File: src/rtl/shift_out_driver.sv
// Purpose : serialize the output-register word onto an external 74HC595-style chain (sclk/sdata/latch).
// Latency : transfer starts on the edge after a word change is seen in IDLE; busy lasts 2*CLK_DIV*DATA_WIDTH+CLK_DIV cycles.
// Backpressure: none upstream; changes during a transfer coalesce and the latest word is sent next.
module shift_out_driver #(
    parameter int                    DATA_WIDTH = 32,
    parameter int                    CLK_DIV    = 4,
    parameter bit                    MSB_FIRST  = 1'b1,
    parameter logic [DATA_WIDTH-1:0] RESET_PAT  = '0
) (
    input  logic                  clk_i,
    input  logic                  reset,
    input  logic [DATA_WIDTH-1:0] data_in,
    // retransmit request; named force_i because "force" is a reserved word
    input  logic                  force_i,
    output logic                  sclk,
    output logic                  sdata,
    output logic                  latch,
    output logic                  busy,
    output logic                  done,
    output logic [DATA_WIDTH-1:0] sent
);

    localparam int CNTW = $clog2(DATA_WIDTH);
    localparam int DIVW = (CLK_DIV > 1) ? $clog2(CLK_DIV) : 1;
    localparam logic [CNTW-1:0] CNT_LAST = CNTW'(DATA_WIDTH - 1);
    localparam logic [DIVW-1:0] DIV_LAST = DIVW'(CLK_DIV - 1);

    typedef enum logic [1:0] {
        S_IDLE  = 2'd0,
        S_LOW   = 2'd1,
        S_HIGH  = 2'd2,
        S_LATCH = 2'd3
    } state_t;

    state_t                state_q, state_d;
    logic [DATA_WIDTH-1:0] shift_q, shift_d;
    logic [DATA_WIDTH-1:0] sent_q, sent_d;
    logic [CNTW-1:0]       cnt_q, cnt_d;
    logic [DIVW-1:0]       div_q, div_d;
    logic                  pending_q, pending_d;
    logic                  sclk_q, sclk_d;
    logic                  sdata_q, sdata_d;
    logic                  latch_q, latch_d;
    logic                  busy_q, busy_d;
    logic                  done_q, done_d;
    logic                  div_last;

    assign div_last = (div_q == DIV_LAST);

    // State, datapath and registered outputs; reset drops any transfer without a latch pulse.
    always_ff @(posedge clk_i) begin
        if (reset) begin
            state_q   <= S_IDLE;
            shift_q   <= '0;
            sent_q    <= RESET_PAT;
            cnt_q     <= '0;
            div_q     <= '0;
            pending_q <= 1'b1;
            sclk_q    <= 1'b0;
            sdata_q   <= 1'b0;
            latch_q   <= 1'b0;
            busy_q    <= 1'b0;
            done_q    <= 1'b0;
        end else begin
            state_q   <= state_d;
            shift_q   <= shift_d;
            sent_q    <= sent_d;
            cnt_q     <= cnt_d;
            div_q     <= div_d;
            pending_q <= pending_d;
            sclk_q    <= sclk_d;
            sdata_q   <= sdata_d;
            latch_q   <= latch_d;
            busy_q    <= busy_d;
            done_q    <= done_d;
        end
    end

    // Next-state logic; pin values are derived from the next state so every output is a flop.
    always_comb begin
        state_d   = state_q;
        shift_d   = shift_q;
        sent_d    = sent_q;
        cnt_d     = cnt_q;
        div_d     = div_q;
        pending_d = pending_q | force_i;
        done_d    = 1'b0;

        case (state_q)
            S_IDLE: begin
                if (pending_q || (data_in != sent_q)) begin
                    // Starting clears pending even if force arrives now: force plus change is one transfer.
                    shift_d   = data_in;
                    sent_d    = data_in;
                    cnt_d     = CNT_LAST;
                    div_d     = '0;
                    pending_d = 1'b0;
                    state_d   = S_LOW;
                end
            end
            S_LOW: begin
                if (div_last) begin
                    div_d   = '0;
                    state_d = S_HIGH;
                end else begin
                    div_d = div_q + DIVW'(1);
                end
            end
            S_HIGH: begin
                if (div_last) begin
                    div_d = '0;
                    if (cnt_q == '0) begin
                        state_d = S_LATCH;
                    end else begin
                        shift_d = MSB_FIRST ? {shift_q[DATA_WIDTH-2:0], 1'b0}
                                            : {1'b0, shift_q[DATA_WIDTH-1:1]};
                        cnt_d   = cnt_q - CNTW'(1);
                        state_d = S_LOW;
                    end
                end else begin
                    div_d = div_q + DIVW'(1);
                end
            end
            S_LATCH: begin
                if (div_last) begin
                    div_d   = '0;
                    done_d  = 1'b1;
                    state_d = S_IDLE;
                end else begin
                    div_d = div_q + DIVW'(1);
                end
            end
            default: begin
                state_d = S_IDLE;
            end
        endcase

        sclk_d  = (state_d == S_HIGH);
        latch_d = (state_d == S_LATCH);
        busy_d  = (state_d != S_IDLE);
        sdata_d = 1'b0;
        if ((state_d == S_LOW) || (state_d == S_HIGH)) begin
            sdata_d = MSB_FIRST ? shift_d[DATA_WIDTH-1] : shift_d[0];
        end
    end

    assign sclk  = sclk_q;
    assign sdata = sdata_q;
    assign latch = latch_q;
    assign busy  = busy_q;
    assign done  = done_q;
    assign sent  = sent_q;

endmodule

File: config.mk
export PLATFORM = sky130hd
export DESIGN_NAME = shift_out_driver
export DESIGN_NICKNAME = d
export VERILOG_FILES = /design/src/rtl/shift_out_driver.sv
export SDC_FILE = /design/constraint.sdc
export NUM_CORES = 1
export LEC_CHECK = 0
export CORE_UTILIZATION = 63
export DETAILED_ROUTE_END_ITERATION = 16
export DONT_BUFFER_PORTS = 1
export GPL_TIMING_DRIVEN = 0
export PLACE_DENSITY_LB_ADDON = 0.2
export SLEW_MARGIN = 0
export SYNTH_ARGS = -nofsm -noshare
export SYNTH_HDL_FRONTEND = slang
export SYNTH_SLANG_ARGS = --single-unit
File: constraint.sdc
create_clock -name clk_i -period 2.5 [get_ports clk_i]
set_input_delay 0.125 -clock clk_i [delete_from_list [all_inputs] [get_ports clk_i]]
set_output_delay 0.125 -clock clk_i [all_outputs]
set_load 0.005 [all_outputs]
==> impl_metrics.csv <==
group,metric,value,unit
status,status,"completed",
clock_tree,clockRootBuffer,"clkbuf_8",
sta,slew_headroom,0.506,
global_routing,antenna_found_initial,0,
sta,worst_slack,131,ps
placement,pre_cts_ws,-71.8,ps
power,p_leak,1.52,nW
floorplan,pin_count,72,
clock_tree,cts_max_level,3,
placement,port-buffer-count,0,
synth,yosys_register_bits,79,
power,vdd_drop_max,0.000577,V
sta,fin_tns_setup,0,ps
sta,hold_slack,2.81,ps
setup_path,cp-start-kind,"flip-flop",
power,power,3.01,mW
global_routing,grt_pass1_wl,16800,um
synth,synth_fp_nets,476,
floorplan,fp.dieW,78.1,um
setup_path,critPathMaxStageDelay,410,ps
floorplan,core.rowCount,27,
clock_tree,clk_pin_slew,90,ps
global_routing,grt_pass1_vias,3483,
clock_tree,cts_buffer_depth,2,
routing,via_count,3616,
floorplan,die_y,78.1,um
clock_tree,cts_buffers,9,
global_routing,grt-ovfl-total,0,
floorplan,core_area,0.00554,sq mm
routing,route.detailed.drc,0,
sta,period_minus_slack,2370,ps
cells_and_area,nets,512,
setup_path,path_class,"flip-flop to flip-flop",
synth,synth_area_per_cell,8.39,sq um
worst_hold_path,hp-class,"input pin to flip-flop",
synth,ys_seq_area_frac,0.433,
synth,synth_edf_count,0,
placement,dp_hpwl,7090,um
setup_path,cp-end-kind,"flip-flop",
global_routing,track_usage,0.360,
cells_and_area,synthToLayoutAreaGrowth,17.4,%
job,max_cap_violations,0,
synth,yosys_most_used_dff,"dfxtp_1",
cells_and_area,final_common_cell,"dfxtp_1",
cells_and_area,antenna_cells,0,
synth,synth_area,0.00365,sq mm
setup_path,arrival,2640,ps
clock_tree,cts_tree,"yes",
sta,clock-skew-final,11.3,ps
routing,totalWireLength,10700,um
setup_path,cpLargestDelayFamily,"buffers and inverters",
sta,setup_viol,0,
cells_and_area,layout-drive-gt1-share,0.0903,
floorplan,dieArea,0.00610,sq mm
routing,drt_pass1_iterations,5,
sta,fmax,0.422,GHz
setup_path,critical_path_buf_inv_count,4,
global_routing,grt_max_degree,14,
synth,async_flop_share,0,
floorplan,start_util,0.659,
synth,yosys_warnings,0,
setup_path,critical_path_peak_fanout,10,
setup_path,worstPathRequired,2770,ps
clock_tree,numClockSinks,79,
routing,viasPerCell,6.60,
synth,synthDistinctLibCells,40,
synth,syn_inst,435,
placement,gp_congestion,0.926,
clock_tree,insertion_delay,350,ps
power,powerDensity,702,mW/mm^2
cells_and_area,fill_cells,385,
setup_path,slowest_stage,"clkbuf_1",
sta,fin_crit_sh,0.948,
setup_path,crit_chain,"inv_1 > ha_1 > inv_1 > o41ai_2 > or3_1 > clkbuf_1 > clkbuf_1 > nand4_1 > a31oi_1",
routing,antenna_violating_nets_post_route,0,
cells_and_area,final_cell_mix,"79 x dfxtp_1, 42 x a21oi_1, 38 x nand2_1",
sta,worst_pin_slew,735,ps
routing,initialDrtViolationCount,400,
routing,wl_per_cell,19.6,um
sta,drv_slew,0,
sta,hold_viol,0,
==> synth_stat cells (all sizes together), types with 4 or more instances <==
cell type  number  area [sq um]
o21ai          36           188
ha              6          75.1
nor4            6          37.5
nor3            4          20.0
nand2          38           143
nand3          34           170
inv            13          48.8
clkbuf         22          82.6
nor2b          13          81.3
xnor2           4          35.0
nand4          33           206
buf            14          83.8
a21oi          42           210
dfxtp          79          1580
o21a            4          30.0
nor2           10          37.5
a2111oi         4          66.3
a31oi          31           194
xor2           21           184
==> cells by family after synthesis <==
kind of cell               share of synthesized area
AOI/OAI and AO/OA                              0.208
muxes                                        0.00309
xor gates and xnor gates                      0.0600
adders and majority gates                     0.0206
buffers and inverters                         0.0590
DFF                                            0.433
and+or+nand+nor                                0.216
==> worst register-to-register path: stages, from the launching register on <==
cell,delay [ps]
dfxtp_1,340
inv_1,80
ha_1,140
inv_1,40
o41ai_2,370
or3_1,170
clkbuf_1,290
clkbuf_1,410
nand4_1,190
a31oi_1,230
==> sequential cells by signal, summed over array words and instances, names as in the netlist, 2 cells and up <==
register  flops
cnt_q         5
div_q         2
sent         32
shift_q      32
state_q       2
==> report_power, final <==
part / leakage (nW) / internal (mW) / total, mW / switching [mW]
combinational: 0.740 / 0.140 / 0.356 / 0.216
sequential: 0.655 / 1.34 / 1.41 / 0.0719
clock: 0.126 / 0.763 / 1.24 / 0.478
==> per-layer routing <==
layer  vias up  global-route usage  routed length [um]
li1       1654                   -                   -
met1      1694               0.440                4230
met2       235               0.583                5170
met3        33              0.0860                 982
met4         0               0.196                 361
met5         -                   0                   0
==> final cells by class <==
| cell class | instances | area, sq um | share of cell area |
|---|---|---|---|
| Buffer | 36 | 168 | 0.0391 |
| Multi-Input combinational cell | 307 | 1890 | 0.441 |
| Sequential cell | 79 | 1580 | 0.369 |
| Clock inverter | 6 | 133 | 0.0309 |
| Timing Repair Buffer | 25 | 248 | 0.0578 |
| Inverter | 13 | 48.8 | 0.0114 |
| Tap cell | 72 | 90.1 | 0.0210 |
| Clock buffer | 10 | 128 | 0.0298 |
==> stage by stage <==
step	util	area [sq um]	cells
2_1_floorplan	-	3650	435
3_5_place_dp	0.675	3740	507
4_1_cts	0.767	4250	548
5_1_grt	0.774	4290	548
3_3_place_gp	0.675	3740	507
6_report	0.774	4290	548
==> worst paths after layout <==
| check | cells after the start | start | endpoint | slack, ps |
|---|---|---|---|---|
| max | 9 | cnt_q[0] | shift_q[20] | 130 |
| min | 2 | data_in[10] | sent[10] | 3 |
| max reg2reg | 9 | cnt_q[0] | shift_q[20] | 130 |
| min reg2reg | 2 | shift_q[11] | shift_q[12] | 470 |
==> timing repair <==
item                       CTS  global route
hold endpoints to repair    33             0
gates resized for setup      1             8
pin swaps                    1             0
hold buffers                24             0
setup endpoints to repair    1            32
setup buffers                1             0
(Power assumes the default switching activity.)
